[src/rtl/shift_sequencer_pkg.sv]
// Shared definitions for the shift sequencer: op encodings, FSM states and step default.
// Optional feature macro: SHIFT_SEQ_ARITH_EN (arithmetic right shift with sign fill).
package shift_sequencer_pkg;

  localparam logic [1:0] SHOP_SLL = 2'b00;
  localparam logic [1:0] SHOP_SRL = 2'b01;
  localparam logic [1:0] SHOP_SRA = 2'b10;

  localparam int STEP_MAX_DEFAULT = 4;

  typedef enum logic [1:0] {
    ST_IDLE  = 2'b00,
    ST_SHIFT = 2'b01,
    ST_DONE  = 2'b10
  } state_t;

  // Reserved op 11 falls through to a left shift.
  function automatic logic is_right(input logic [1:0] op);
    return (op == SHOP_SRL) || (op == SHOP_SRA);
  endfunction

endpackage

[src/rtl/shift_step.sv]
// One combinational shift stage: moves the word by 0..STEP_MAX bits in either direction,
// optionally filling vacated high bits with the fill bit on right shifts.
module shift_step
  import shift_sequencer_pkg::*;
#(
  parameter int WIDTH    = 32,
  parameter int STEP_MAX = STEP_MAX_DEFAULT,
  parameter int SW       = $clog2(STEP_MAX + 1)
) (
  input  logic [WIDTH-1:0] word,
  input  logic [SW-1:0]    step,
  input  logic             right,
  input  logic             fill,
  output logic [WIDTH-1:0] result
);

  logic [WIDTH-1:0] shifted;
  logic [WIDTH-1:0] fill_mask;

  assign shifted   = right ? (word >> step) : (word << step);
  // Mask covers exactly the top `step` bits vacated by a right shift.
  assign fill_mask = (right && fill) ? ~({WIDTH{1'b1}} >> step) : {WIDTH{1'b0}};
  assign result    = shifted | fill_mask;

endmodule

[src/rtl/shift_sequencer.sv]
// Multi-cycle barrel-free shifter: applies up to STEP_MAX bits of shift per cycle.
// Optional feature macro: SHIFT_SEQ_ARITH_EN enables sign fill for op 10.
module shift_sequencer
  import shift_sequencer_pkg::*;
#(
  parameter int WIDTH    = 32,
  parameter int STEP_MAX = STEP_MAX_DEFAULT
) (
  input  logic                     clk,
  input  logic                     reset,
  input  logic                     flush,
  input  logic                     in_valid,
  output logic                     in_ready,
  input  logic [WIDTH-1:0]         in_data,
  input  logic [$clog2(WIDTH)-1:0] in_shamt,
  input  logic [1:0]               in_op,
  output logic                     out_valid,
  input  logic                     out_ready,
  output logic [WIDTH-1:0]         out_data,
  output logic                     busy
);

  localparam int SHW = $clog2(WIDTH);
  localparam int SW  = $clog2(STEP_MAX + 1);
  localparam logic [SHW-1:0] STEP_LIM = SHW'(STEP_MAX);

  state_t           state;
  logic [WIDTH-1:0] word;
  logic [1:0]       op;
  logic [SHW-1:0]   remaining;
  logic [SW-1:0]    step;
  logic [SHW-1:0]   step_wide;
  logic             fill;
  logic [WIDTH-1:0] step_word;

  assign step      = (remaining < STEP_LIM) ? remaining[SW-1:0] : SW'(STEP_MAX);
  assign step_wide = SHW'(step);

`ifdef SHIFT_SEQ_ARITH_EN
  // The working word keeps the operand sign bit through every arithmetic step.
  assign fill = (op == SHOP_SRA) & word[WIDTH-1];
`else
  assign fill = 1'b0;
`endif

  shift_step #(
    .WIDTH    (WIDTH),
    .STEP_MAX (STEP_MAX)
  ) u_step (
    .word   (word),
    .step   (step),
    .right  (is_right(op)),
    .fill   (fill),
    .result (step_word)
  );

  // Sequencer FSM with registered handshake and status outputs.
  always_ff @(posedge clk) begin
    if (reset || flush) begin
      state     <= ST_IDLE;
      word      <= {WIDTH{1'b0}};
      op        <= SHOP_SLL;
      remaining <= {SHW{1'b0}};
      out_valid <= 1'b0;
      out_data  <= {WIDTH{1'b0}};
      busy      <= 1'b0;
      in_ready  <= 1'b1;
    end else begin
      case (state)
        ST_IDLE: begin
          if (in_valid && in_ready) begin
            word      <= in_data;
            op        <= in_op;
            remaining <= in_shamt;
            in_ready  <= 1'b0;
            busy      <= 1'b1;
            if (in_shamt == {SHW{1'b0}}) begin
              state     <= ST_DONE;
              out_valid <= 1'b1;
              out_data  <= in_data;
            end else begin
              state <= ST_SHIFT;
            end
          end
        end
        ST_SHIFT: begin
          word      <= step_word;
          remaining <= remaining - step_wide;
          if (remaining == step_wide) begin
            state     <= ST_DONE;
            out_valid <= 1'b1;
            out_data  <= step_word;
          end
        end
        ST_DONE: begin
          // in_ready stays low this cycle, so no accept can overlap the return to IDLE.
          if (out_ready) begin
            state     <= ST_IDLE;
            out_valid <= 1'b0;
            out_data  <= {WIDTH{1'b0}};
            busy      <= 1'b0;
            in_ready  <= 1'b1;
          end
        end
        default: begin
          state     <= ST_IDLE;
          remaining <= {SHW{1'b0}};
          out_valid <= 1'b0;
          out_data  <= {WIDTH{1'b0}};
          busy      <= 1'b0;
          in_ready  <= 1'b1;
        end
      endcase
    end
  end

endmodule

[config.mk]
export PLATFORM = sky130hd
export DESIGN_NAME = shift_sequencer
export DESIGN_NICKNAME = d
export VERILOG_FILES = /design/src/rtl/shift_sequencer_pkg.sv /design/src/rtl/shift_step.sv /design/src/rtl/shift_sequencer.sv
export SDC_FILE = /design/constraint.sdc
export NUM_CORES = 1
export LEC_CHECK = 0
export BUFFER_PORTS_ARGS = -buffer_cell sky130_fd_sc_hd__buf_2
export CAP_MARGIN = 10
export CORE_MARGIN = 5
export CORE_UTILIZATION = 61
export CTS_BUF_LIST = sky130_fd_sc_hd__clkbuf_8
export DETAILED_ROUTE_END_ITERATION = 12
export GPL_TIMING_DRIVEN = 0
export PLACE_DENSITY = 0.84
export RECOVER_POWER = 50
export SKIP_LAST_GASP = 1
export SLEW_MARGIN = 20
export SYNTH_ARGS = -nofsm -noshare
export SYNTH_HDL_FRONTEND = slang
export SYNTH_HIERARCHICAL = 1
export SYNTH_SLANG_ARGS = --single-unit
[constraint.sdc]
create_clock -name clk -period 3.2 [get_ports clk]
set_input_delay 0 -clock clk [delete_from_list [all_inputs] [get_ports clk]]
set_output_delay 0 -clock clk [all_outputs]
set_load 0.05 [all_outputs]
After elaboration in Yosys (flattened, before gate mapping)
Cells that the tools add are included.
{ "totals": {"in_bits": 44, "regBits": 76, "output_inout_bits": 35, "wordCells": 61} }
{ "op_classes": {"mux": 26, "addsub": 1, "eq_ne": 9, "bitwise_logic": 2, "reduce_logical": 12, "magnitude_cmp": 1, "shift": 2} }
{ "op_table": {"columns": ["operator", "count"], "rows": [
  ["$mux W32", 6],
  ["$pmux W32 S3", 1],
  ["$pmux W32 S2", 1],
  ["$shl A32 B3 Y32", 1],
  ["$shr A32 B3 Y32", 1],
  ["$pmux W5 S3", 1],
  ["$pmux W1 S3", 3],
  ["$mux W2", 4],
  ["$ne A2 B2 Y1 const B", 4],
  ["$mux W1", 7],
  ["$pmux W2 S3", 1],
  ["$reduce_and A2 Y1", 3],
  ["$reduce_and A3 Y1", 2],
  ["$eq A5 B3 Y1", 1],
  ["$logic_not A5 Y1", 1],
  ["$lt A5 B3 Y1 const B", 1],
  ["$mux W5", 1],
  ["$sub A5 B3 Y5", 1],
  ["$eq A2 B1 Y1 const B", 2],
  ["$eq A2 B2 Y1 const B", 2],
  ["$reduce_and A4 Y1", 1],
  ["$mux W3", 1],
  ["$logic_not A2 Y1", 1],
  ["$logic_or A1 B1 Y1", 2],
  ["3 further kinds", 4]
]} }

Longest topological paths before layout
Gate-level depths: netlist of run 1.
{ "logic_depth": {"word_depth": 6, "depth_mapped": 13, "mapped_depth_nobuf": 9} }

Hierarchy
The synthesis of run 1 kept the hierarchy.
{ "modules_own_cells": {"columns": ["module", "n_inst", "cells_per_inst", "seq_area_each_um2", "area_per_inst_um2"], "rows": [
  ["shift_sequencer", 1, 408, 1521.5, 3739.8],
  ["shift_step", 1, 276, 0.0, 2212.1]
]} }

Worst setup path before layout of run 1
No wires, ideal clock.
{ "synth_path": {"kind": "register to register", "start": "register remaining[2]", "end": "register out_data[3]", "t_required_ps": 3080, "setup_time_ps": 120, "synth_period_minus_slack_ps": 2317, "stages_incl_launch_ff": 12, "path_buffers": 3, "setup_slack_ps": 883, "t_arrival_ps": 2198, "cell_sequence": "dfxtp_1 nor3_1 and2_1 buf_6 buf_12 buf_8 mux2_2 a211oi_1 o32ai_1 mux2_2 nand2_1 mux2i_1"} }
{ "synth_between": {"elab_chain_cells": 6, "word_cells_on_any_way": 10, "classes_between": "1 x order compare; 2 x eq/ne; 2 x shift; 4 x mux; 1 x reduce/logical"} }
{ "synth_rtl": {"columns": ["item", "line", "source"], "rows": [
  ["from (decl)", "shift_sequencer.sv:30", "logic [SHW-1:0] remaining;"],
  ["from (signal assigned)", "shift_sequencer.sv:63", "remaining <= {SHW{1'b0}};"],
  ["from (signal assigned)", "shift_sequencer.sv:74", "remaining <= in_shamt;"],
  ["from (signal assigned)", "shift_sequencer.sv:88", "remaining <= remaining - step_wide;"],
  ["$lt A5 B3 Y1 *", "shift_sequencer.sv:36", "assign step = (remaining < STEP_LIM) ? remaining[SW-1:0] : SW'(STEP_MAX);"],
  ["$mux W3 *", "shift_sequencer.sv:36", null],
  ["via step[1]", "shift_sequencer.sv:31", "logic [SW-1:0] step;"],
  ["$shl A32 B3 Y32 or $shr A32 B3 Y32 (tied branches)", "shift_step.sv:20", "assign shifted = right ? (word >> step) : (word << step);"],
  ["$mux W32 *", "shift_step.sv:20", null],
  ["via step_word[3]", "shift_sequencer.sv:34", "logic [WIDTH-1:0] step_word;"],
  ["$mux W32 *", "shift_sequencer.sv:89", "if (remaining == step_wide) begin"],
  ["$pmux W32 S3 *", "shift_sequencer.sv:69", "case (state)"],
  ["to (signal assigned)", "shift_sequencer.sv:80", "out_data <= in_data;"],
  ["to (signal assigned)", "shift_sequencer.sv:92", "out_data <= step_word;"],
  ["to (signal assigned)", "shift_sequencer.sv:100", "out_data <= {WIDTH{1'b0}};"],
  ["to (decl)", "shift_sequencer.sv:19", "output logic [WIDTH-1:0] out_data,"]
]} }
The timed path passes the listed nets; every way through them passes the cells marked *. The select of a mux whose other input is x is not followed.
A chain may end at the register's enable or synchronous reset.

Worst setup path after layout of run 1
{ "layout_path": {"start": "register remaining[2]", "end": "register out_data[31]"} }
The elaborated chain is that of the path after synthesis.

==> results by group, run 1 <==
Logic synthesis
  • Netlist Area Pre-Place: 5950 um^2
  • Largest area contributor in the netlist: dfxtp_1
  • Syn. warnings: 6
  • Synth top area cells: dfxtp_1, mux2i_1, mux2_2, nand2_1, a211oi_1
  • Post-synth top cells: mux2i_1, nand2_1, dfxtp_1
  • Sequential area share after synthesis: 25.6%
  • Share of the synthesized area in the top cell type: 25.6%
  • Post-synth ARST share: 0%
  • Distinct cells, synth: 63
  • Mean Syn Cell Area: 8.70 um^2
  • Flops & latches, synth: 76
  • Synth Flop Type: dfxtp_1
  • Most frequent cell after synthesis: mux2i_1
  • Number of synthesized flops with an enable pin: 0
  • Mapped Cells: 684

Placement
  • IO Port Bufs: 78
  • Dpl hpwl: 14.9 mm
  • Placed cells: 901
  • Gpl congestion: 0.976
  • Pre-CTS setup slack: 0.362 ns

Layout
  • Finished Layout Cells: 943
  • Antenna Cells: 0
  • Layout cell share with drive strength beyond 1: 19.1%
  • Area added between synthesis and finish: 16.8%
  • Final net count: 851
  • Fill count: 795
  • Seq. cell area: 1520 um^2
  • Multi-input logic area: 4030 um^2

Routing
  • Via-to-Cell Ratio: 6.37
  • Routed WL: 20.1 mm
  • Wirelength per Cell: 21.3 um
  • Drt drc: 0
  • Drt pass-1 iters: 7
  • Via total after detailed routing: 6010
  • Post-route ant nets: 0
  • Initial DRC count: 663

Setup path
  • Slowest cell on crit path: mux4_2
  • Top cell by count, worst path: nand2_1
  • Worst endpoint required time: 3.42 ns
  • Crit path largest cell delay: 0.57 ns
  • Setup crit end kind: register
  • Crit path DAT: 3.22 ns
  • CP Class: register to register
  • Critical Path Source Type: register
  • Critical-path cell list: nor3_1 > and2_0 > buf_6 > clkbuf_2 > mux4_2 > nand2_1 > o21ai_1 > a31o_2 > mux2_2 > nand2_1 > mux2i_1
  • CP Max Fanout: 10

Clock network
  • Clock insertion delay at the later pin of the skew report: 0.36 ns
  • Clock Sinks: 76
  • CTS tree: done
  • H-Tree Depth: 3
  • Reg clk slew, reported paths: 0.08 ns
  • Post_cts resized: 0
  • Root buffer cell: clkbuf_8
  • TritonCTS buffer count: 9
  • Maximum buffer depth of the clock tree: 2

Floorplanning
  • Core Footprint: 9640 um^2
  • Die height: 109 um
  • FP Rows: 36
  • Die area: 11800 um^2
  • Die X-Extent: 109 um
  • IO Count: 79
  • Initial Utilization: 61.7%

Timing
  • Fmax: 0.334 GHz
  • Fin. max-slew vios: 0
  • Setup ws final: 0.204 ns
  • Final worst-path cycle share: 93.6%
  • Endpoints failing hold: 0
  • Fin crit period: 3.00 ns
  • Slew @ Worst Pin: 1.03 ns
  • Rel. slew slack: 30.8%
  • Clk_skew: 0.0147 ns
  • RSZ-0062 raised after global routing: no
  • Final setup fails: 0
  • Setup total negative slack: 0 ns

Min path
  • Hold Crit Class: input port to register

Global route
  • First-pass GRT wire length: 31.5 mm
  • Vias in the first global route: 6078
  • Initial antenna violation count: 0
  • Gr ovfl total: 0
  • Largest net degree at the start of global routing: 13
  • GR Util All Layers: 34.3%

Job
  • Maximum Capacitance Violations: 0

Outcome
  • Status: finished, final reports clean

Power and ir drop
  • Lkg Pwr: 0.00272 uW
  • Worst vdd ir: 0.246 mV
  • Pwr/cell area: 390 nW/um^2
[critical path, delay by kind of cell (launching register included)]
kind	cells	cell delay, ns
DFF	1	0.38
buffers and inverters	2	0.58
AOI/OAI and AO/OA	2	0.33
muxes	3	0.90
and+or+nand+nor	4	0.67
[area by class of cell]
| cell class | instances | area share (%) |
|---|---|---|
| multi-input combinational | 544 | 57.9 |
| sequential | 76 | 21.9 |
| timing repair buffer | 104 | 8.73 |
| buffer | 63 | 5.38 |
| tap | 133 | 2.39 |
| clock buffer | 9 | 1.78 |
| clock inverter | 7 | 1.55 |
| inverter | 7 | 0.378 |
[final timing paths]
kind	slack (ns)	endpoint	startpoint	cells after the start
worst max-delay path	0.20	out_data[31]$_SDFFE_PP0P_	remaining[2]$_SDFFE_PP0P_	11
worst min-delay path	0.003	word[3]$_SDFFE_PP0P_	in_data[3]	3
worst max register to register	0.20	out_data[31]$_SDFFE_PP0P_	remaining[2]$_SDFFE_PP0P_	11
worst min register to register	0.47	out_data[28]$_SDFFE_PP0P_	out_data[28]$_SDFFE_PP0P_	2
[timing repair]
| item | CTS | global route |
|---|---|---|
| setup buffers | 0 | 0 |
| hold endpoints to repair | 27 | 0 |
| hold buffers | 26 | 0 |
[placed cells by master, fill, tap and decap left out, drive strengths merged, types with 2 or more instances in the layout]
master / Yosys / routed
nor2: 58 / 58
or2: 3 / 3
ha: 2 / 2
a31o: 6 / 6
a211oi: 35 / 35
a22oi: 8 / 8
clkinv: 1 / 3
and2: 6 / 6
nor2b: 9 / 9
nand2b: 4 / 4
o21ai: 15 / 15
a22o: 23 / 23
mux2i: 120 / 120
inv: 6 / 8
a31oi: 3 / 3
buf: 42 / 79
dlygate4sd3: 0 / 26
mux2: 47 / 47
clkbuf: 21 / 71
bufinv: 0 / 3
nand3: 7 / 7
a32o: 3 / 3
o22ai: 2 / 2
a221oi: 3 / 3
or3: 11 / 11
o31ai: 16 / 16
mux4: 6 / 6
nand3b: 8 / 8
conb: 2 / 8
dfxtp: 76 / 76
nand2: 91 / 91
o211ai: 4 / 4
a21oi: 13 / 13
nor3b: 3 / 3
nor3: 5 / 5
o32ai: 4 / 4
a211o: 4 / 4
o221a: 2 / 2
[logic make-up (layout without fill, tap and decap cells)]
family,after synthesis,in the layout,synth area share [%]
AND/OR/NAND/NOR,209,209,15.9
other,2,8,0.126
buffers and inverters,70,190,7.19
multiplexers,173,173,31.5
XOR/XNOR,1,1,0.147
adder cells (fa/ha/maj),2,2,0.420
AO/OA/AOI/OAI,151,151,19.2
flip-flops,76,76,25.6
[report_power, final]
part           internal [uW]  switching, uW
sequential               979           48.8
clock                    511            377
combinational            326            469
total                   1820            895
[per-stage QoR]
step | hold slack, ns | utilization (%) | cell area [um^2] | total power [uW]
final | 0.00263 | 72.1 | 6950 | 2710
after global routing | 0.0140 | 72.1 | 6950 | 2810
after CTS | 0.000248 | 72.9 | 7020 | 2690
after detailed placement | 0.256 | 67.8 | 6530 | 1790
after global placement | 0.239 | 67.8 | 6530 | 1780
after floorplan | 0.147 | - | 5970 | 1580
[state kept, by name, summed over array words and instances (netlist names)]
| signal | flops |
|---|---|
| out_data | 32 |
| remaining | 5 |
| busy | 1 |
| word | 32 |
| out_valid | 1 |
| op | 2 |
| state | 2 |
| in_ready | 1 |
[metal layers]
layer	GRT usage (%)	up-vias	wire length [um]
li1	-	2760	-
met1	43.4	2858	8250
met2	56.4	326	9380
met3	5.86	66	1550
met4	17.2	0	952
met5	0	-	0
Note: power is estimated with default switching activity, not from simulation.
==> inputs of run 2 (changes only) <==
CELL_PAD_IN_SITES_DETAIL_PLACEMENT = 0   (was default)
CELL_PAD_IN_SITES_GLOBAL_PLACEMENT = 1   (was default)
CORE_UTILIZATION = 46   (was 61)
CTS_CLUSTER_DIAMETER = 120   (was default)
PLACE_DENSITY = default   (was 0.84)
PLACE_DENSITY_LB_ADDON = 0.1   (was default)
TNS_END_PERCENT = 5   (was default)
==> results by group, run 2 (synthesized netlist as in run 1, its figures left out) <==
Outcome
  • Status: finished, final reports clean (unchanged)

Job
  • Maximum Capacitance Violations: 0 (unchanged)

Clock network
  • Clock Sinks: 76 (unchanged)
  • CTS tree: done (unchanged)
  • Root buffer cell: clkbuf_8 (unchanged)
  • H-Tree Depth: 3 (unchanged)
  • Clock insertion delay at the later pin of the skew report: 0.38 ns (was 0.36 ns)
  • Reg clk slew, reported paths: 0.09 ns (was 0.08 ns)
  • TritonCTS buffer count: 9 (unchanged)
  • Setup repair bufs after CTS: 0 (unchanged)
  • Maximum buffer depth of the clock tree: 2 (unchanged)

Setup path
  • Crit path DAT: 3.12 ns (was 3.22 ns)
  • Worst endpoint required time: 3.47 ns (was 3.42 ns)
  • Reg2reg start: remaining[2]$_SDFFE_PP0P_ (unchanged)
  • Worst Reg-to-Reg Cells: 11 (unchanged)
  • CP Max Fanout: 10 (unchanged)
  • R2R Setup Slk: 0.36 ns (was 0.20 ns)
  • CP Class: register to register (unchanged)
  • Critical Path Source Type: register (unchanged)
  • Setup crit end kind: register (unchanged)
  • Terminus of the critical flop-to-flop path: out_data[20]$_SDFFE_PP0P_ (was out_data[31]$_SDFFE_PP0P_)

Routing
  • WL met1: 9.11 mm (was 8.25 mm)
  • Wirelength per Cell: 20.9 um (was 21.3 um)
  • Met2 Wirelength: 9.58 mm (was 9.38 mm)
  • Post-route ant nets: 0 (unchanged)
  • Top layer in use: met4 (unchanged)
  • Via-to-Cell Ratio: 5.97 (was 6.37)
  • Via total after detailed routing: 5861 (was 6010)
  • Initial DRC count: 461 (was 663)
  • Drt pass-1 iters: 5 (was 7)
  • Routed WL: 20.5 mm (was 20.1 mm)
  • Drt drc: 0 (unchanged)
  • Wire length on met3: 1.19 mm (was 1.55 mm)

Layout
  • Most frequent cells in the layout: mux2i_1, nand2_1, dfxtp_1, clkbuf_1, buf_2 (unchanged)
  • Area added between synthesis and finish: 18.1% (was 16.8%)
  • Top Registers: out_data: 32 flops, word: 32 flops, remaining: 5 flops (unchanged)
  • Layout cell share with drive strength beyond 1: 19.2% (was 19.1%)
  • Antenna Cells: 0 (unchanged)
  • Final instance area: 7030 um^2 (was 6950 um^2)
  • Finished Layout Cells: 981 (was 943)
  • Fill count: 1236 (was 795)
  • Final net count: 851 (unchanged)
  • Commonest non-fill, non-tap cell in the layout: mux2i_1 (unchanged)

Floorplanning
  • Initial Utilization: 47.0% (was 61.7%)
  • IO Count: 79 (unchanged)
  • Die area: 15300 um^2 (was 11800 um^2)
  • Core Footprint: 12700 um^2 (was 9640 um^2)
  • Die X-Extent: 124 um (was 109 um)
  • FP Rows: 41 (was 36)
  • Die height: 124 um (was 109 um)

Power and ir drop
  • Clock share of power: 33.3% (was 32.7%)
  • Lkg Pwr: 0.00272 uW (about the same)
  • Seq pwr share: 37.7% (was 37.9%)
  • Net Sw Power: 888 uW (was 895 uW)
  • Sw frac: 32.6% (was 33.0%)
  • Worst vdd ir: 0.244 mV (was 0.246 mV)
  • Gate power share: 29.0% (was 29.3%)
  • Overall power: 2730 uW (was 2710 uW)
  • Pwr/cell area: 388 nW/um^2 (was 390 nW/um^2)
  • Int Power: 1840 uW (was 1820 uW)

Placement
  • Placed cells: 940 (was 901)
  • Area post-placement: 6580 um^2 (was 6530 um^2)
  • IO Port Bufs: 78 (unchanged)
  • Dpl hpwl: 15.8 mm (was 14.9 mm)
  • Gpl congestion: 0.992 (was 0.976)

Min path
  • Min-delay src: in_data[28] (was in_data[3])
  • Hold Path Stages: 3 (unchanged)
  • Hold Crit Class: input port to register (unchanged)
  • Hold endpoint: word[28]$_SDFFE_PP0P_ (was word[3]$_SDFFE_PP0P_)

Timing
  • Final worst-path cycle share: 88.9% (was 93.6%)
  • Fmax: 0.352 GHz (was 0.334 GHz)
  • Slew @ Worst Pin: 1.09 ns (was 1.03 ns)
  • Fin. max-slew vios: 0 (unchanged)
  • Rel. slew slack: 27.2% (was 30.8%)
  • Endpoints failing hold: 0 (unchanged)
  • RSZ-0062 raised after global routing: no (unchanged)
  • Final setup fails: 0 (unchanged)
  • Clk_skew: 0.0145 ns (was 0.0147 ns)
  • Setup total negative slack: 0 ns (unchanged)
  • Fin crit period: 2.84 ns (was 3.00 ns)
  • Final hold slack: 0.00948 ns (was 0.00263 ns)

Global route
  • Gr ovfl total: 0 (unchanged)
  • Vias in the first global route: 5776 (was 6078)
  • Initial antenna violation count: 0 (unchanged)
  • First-pass GRT wire length: 32.1 mm (was 31.5 mm)
  • GR Util All Layers: 27.4% (was 34.3%)
  • Largest net degree at the start of global routing: 13 (unchanged)
run 2: changes by cell type in the layout (fill, tap and decap cells not counted):
cell           previous run  this run
buf_12                    2         3
clkbuf_1                 61        60
clkbuf_2                  1         0
clkbuf_8                  9        10
dlygate4sd3_1            26        27
inv_1                     7         5
mux2_1                    0         1
mux2_2                   45        44
run 2: repair_timing:
action	CTS	global route
hold endpoints to repair	28	1
resized for setup	0	0
hold buffers	26	1
setup endpoints to repair	0	1
run 2: worst max-delay path by stage:
stage	start	endpoint	depth (start not counted)
floorplan	remaining[2]$_SDFFE_PP0P_	out_data[3]$_SDFFE_PP0P_	11
global placement	remaining[2]$_SDFFE_PP0P_	word[23]$_SDFFE_PP0P_	8
detailed placement	remaining[2]$_SDFFE_PP0P_	word[23]$_SDFFE_PP0P_	8
CTS	remaining[2]$_SDFFE_PP0P_	word[23]$_SDFFE_PP0P_	8
global route	remaining[2]$_SDFFE_PP0P_	out_data[24]$_SDFFE_PP0P_	11
finish	remaining[2]$_SDFFE_PP0P_	out_data[20]$_SDFFE_PP0P_	11
run 2: area by class of cell:
cell class	instances	area [um^2]	area share, %
Tap cell	172	215	3.06
Sequential cell	76	1520	21.6
Buffer	62	385	5.48
Clock inverter	5	100	1.42
Timing Repair Buffer	105	617	8.78
Inverter	7	26.3	0.374
Clock buffer	10	138	1.96
Multi-Input combinational cell	544	4030	57.3
run 2: through the flow:
stage	util, %	setup slack, ns
3_5_place_dp	51.9	0.268
6_report	55.5	0.357
4_1_cts	55.9	0.248
3_3_place_gp	51.9	0.260
2_1_floorplan	-	0.883
5_1_grt	55.5	0.182
run 2: worst max-delay path, stage by stage, from the launching register on:
cell and delay, ns:
dfxtp_1 0.37, nor3_1 0.29, and2_0 0.21, buf_6 0.20
buf_12 0.17, buf_8 0.17, mux2_2 0.36, o21ai_0 0.35
o31ai_1 0.17, mux2_2 0.31, nand2_1 0.07, mux2i_1 0.07
run 2: routing by layer:
layer / global-route usage (%) / vias up
met4: 9.97 / 0
met1: 37.4 / 2849
met5: 0 / -
met2: 43.6 / 216
met3: 4.59 / 38
li1: - / 2758
run 2: power by group through the flow:
stage	clock, uW	combinational, uW	sequential, uW
3_3_place_gp	0	755	1050
5_1_grt	976	855	1030
6_report	907	792	1030
3_5_place_dp	0	760	1050
4_1_cts	924	788	1030
2_1_floorplan	0	525	1050
==> inputs of run 3 (changes only) <==
BUFFER_PORTS_ARGS = default   (was -buffer_cell sky130_fd_sc_hd__buf_2)
CORE_UTILIZATION = 49   (was 46)
CTS_BUF_LIST = sky130_fd_sc_hd__clkbuf_4 sky130_fd_sc_hd__clkbuf_8 sky130_fd_sc_hd__clkbuf_16   (was sky130_fd_sc_hd__clkbuf_8)
DONT_BUFFER_PORTS = 1   (was default)
RECOVER_POWER = default   (was 50)
==> results by group, run 3 (synthesized netlist as in run 1, its figures left out) <==
Outcome
  • Status: finished, final reports clean (unchanged)

Clock network
  • CTS tree: done (unchanged)
  • Root buffer cell: clkbuf_16 (was clkbuf_8)
  • TritonCTS buffer count: 9 (unchanged)
  • Clock insertion delay at the later pin of the skew report: 0.35 ns (was 0.38 ns)
  • H-Tree Depth: 3 (unchanged)
  • Clock Sinks: 76 (unchanged)
  • Maximum buffer depth of the clock tree: 2 (unchanged)
  • Reg clk slew, reported paths: 0.06 ns (was 0.09 ns)

Layout
  • Most frequent cells in the layout: mux2i_1, nand2_1, dfxtp_1, nor2_1, mux2_2 (was mux2i_1, nand2_1, dfxtp_1, clkbuf_1, buf_2)
  • Top Registers: out_data: 32 flops, word: 32 flops, remaining: 5 flops (unchanged)
  • Antenna Cells: 0 (unchanged)
  • Final net count: 786 (was 851)
  • Finished Layout Cells: 891 (was 981)
  • Fill count: 1116 (was 1236)
  • Commonest non-fill, non-tap cell in the layout: mux2i_1 (unchanged)
  • Layout cell share with drive strength beyond 1: 15.7% (was 19.2%)
  • Area added between synthesis and finish: 15.7% (was 18.1%)

Power and ir drop
  • Worst vdd ir: 0.347 mV (was 0.244 mV)
  • Net Sw Power: 924 uW (was 888 uW)
  • Lkg Pwr: 0.00262 uW (was 0.00272 uW)
  • Gate power share: 25.3% (was 29.0%)
  • Sw frac: 30.8% (was 32.6%)
  • Pwr/cell area: 436 nW/um^2 (was 388 nW/um^2)
  • Seq pwr share: 35.1% (was 37.7%)
  • Clock share of power: 39.7% (was 33.3%)
  • Int Power: 2080 uW (was 1840 uW)

Global route
  • First-pass GRT wire length: 31.6 mm (was 32.1 mm)
  • GR Util All Layers: 27.8% (was 27.4%)
  • Gr ovfl total: 0 (unchanged)
  • Largest net degree at the start of global routing: 13 (unchanged)
  • Vias in the first global route: 5554 (was 5776)
  • Initial antenna violation count: 0 (unchanged)

Routing
  • Via-to-Cell Ratio: 6.31 (was 5.97)
  • Wire length on met3: 1.27 mm (was 1.19 mm)
  • Initial DRC count: 393 (was 461)
  • Drt pass-1 iters: 5 (unchanged)
  • Top layer in use: met4 (unchanged)
  • Drt drc: 0 (unchanged)
  • Met2 Wirelength: 9.29 mm (was 9.58 mm)
  • WL met1: 8.79 mm (was 9.11 mm)
  • Wirelength per Cell: 22.6 um (was 20.9 um)
  • Routed WL: 20.1 mm (was 20.5 mm)
  • Post-route ant nets: 0 (unchanged)
  • Via total after detailed routing: 5620 (was 5861)

Timing
  • Final hold slack: 0.00556 ns (was 0.00948 ns)
  • Setup ws final: 0.298 ns (was 0.357 ns)
  • Fmax: 0.345 GHz (was 0.352 GHz)
  • Setup total negative slack: 0 ns (unchanged)
  • Slew @ Worst Pin: 1.02 ns (was 1.09 ns)
  • Rel. slew slack: 31.9% (was 27.2%)
  • Clk_skew: 0.00619 ns (was 0.0145 ns)
  • Fin crit period: 2.90 ns (was 2.84 ns)
  • Fin. max-slew vios: 0 (unchanged)
  • Endpoints failing hold: 0 (unchanged)
  • Final worst-path cycle share: 90.7% (was 88.9%)
  • RSZ-0062 raised after global routing: no (unchanged)
  • Final setup fails: 0 (unchanged)

Setup path
  • CP Class: register to register (unchanged)
  • Setup crit end kind: register (unchanged)
  • CP Max Fanout: 10 (unchanged)
  • Worst endpoint required time: 3.40 ns (was 3.47 ns)
  • Crit path DAT: 3.10 ns (was 3.12 ns)
  • Critical Path Source Type: register (unchanged)

Floorplanning
  • IO Count: 79 (unchanged)
  • Die X-Extent: 120 um (was 124 um)
  • Core Footprint: 12000 um^2 (was 12700 um^2)
  • Die height: 120 um (was 124 um)
  • FP Rows: 40 (was 41)
  • Die area: 14500 um^2 (was 15300 um^2)
  • Initial Utilization: 49.8% (was 47.0%)

Job
  • Maximum Capacitance Violations: 0 (unchanged)

Placement
  • Gpl congestion: 0.987 (was 0.992)
  • Placed cells: 837 (was 940)
  • Pre-CTS setup slack: 0.203 ns (was 0.268 ns)
  • IO Port Bufs: 0 (was 78)
  • Dpl hpwl: 15.2 mm (was 15.8 mm)

Min path
  • Hold Crit Class: input port to register (unchanged)
run 3: cell count changes in the layout (fill, tap and decap cells not counted), sizes merged:
cell | before | now
buf | 80 | 42
clkbuf | 70 | 31
dlygate4sd3 | 27 | 39
run 3: final timing paths:
check | startpoint | to | slack [ns] | depth (start not counted)
max reg2reg | remaining[2]$_SDFFE_PP0P_ | word[23]$_SDFFE_PP0P_ | 0.30 | 8
max | remaining[2]$_SDFFE_PP0P_ | word[23]$_SDFFE_PP0P_ | 0.30 | 8
min reg2reg | remaining[0]$_SDFFE_PP0P_ | remaining[0]$_SDFFE_PP0P_ | 0.48 | 2
min | in_shamt[2] | remaining[2]$_SDFFE_PP0P_ | 0.006 | 3
run 3: through the flow:
step / instance area, um^2 / total power, uW / util [%]
floorplan: 5970 / 1580 / -
global placement: 6160 / 1760 / 51.5
detailed placement: 6160 / 1770 / 51.5
CTS: 6880 / 3000 / 57.5
global route: 6890 / 3120 / 57.6
finish: 6890 / 3000 / 57.6
run 3: power by group through the flow:
stage                     Sequential, uW  Clock (uW)  Combinational, uW
after global routing                1060        1250                817
after detailed placement            1070           0                698
after global placement              1070           0                691
after CTS                           1050        1210                744
after floorplan                     1050           0                525
final                               1050        1190                758
run 3: worst max-delay path, stage by stage (launching register included):
cell	delay, ns
dfxtp_1	0.38
nor3_1	0.31
inv_1	0.21
inv_1	0.28
clkbuf_1	0.54
clkbuf_2	0.39
o31ai_1	0.18
mux2i_1	0.35
a211oi_1	0.12
run 3: layout make-up:
type / count / area, um^2 / share of cell area (%)
multi-input cells: 544 / 4030 / 58.4
flip-flops and latches: 76 / 1520 / 22.1
plain buffers: 63 / 403 / 5.85
repair buffers: 39 / 390 / 5.67
clock buffers: 10 / 239 / 3.47
well taps: 147 / 184 / 2.67
clock inverters: 5 / 100 / 1.45
inverters: 7 / 26.3 / 0.381
run 3: what timing repair did:
item                                    in CTS  in global routing
buffers inserted                             0                  0
hold buffers                                38                  1
endpoints found under the setup margin       0                 11
gates resized for setup                      0                  2
endpoints found under the hold margin       71                  1
run 3: layer usage:
metal  track usage [%]  vias up
met1              37.0     2724
li1                  -     2645
met5                 0        -
met2              43.8      206
met3              5.61       45
met4              12.3        0
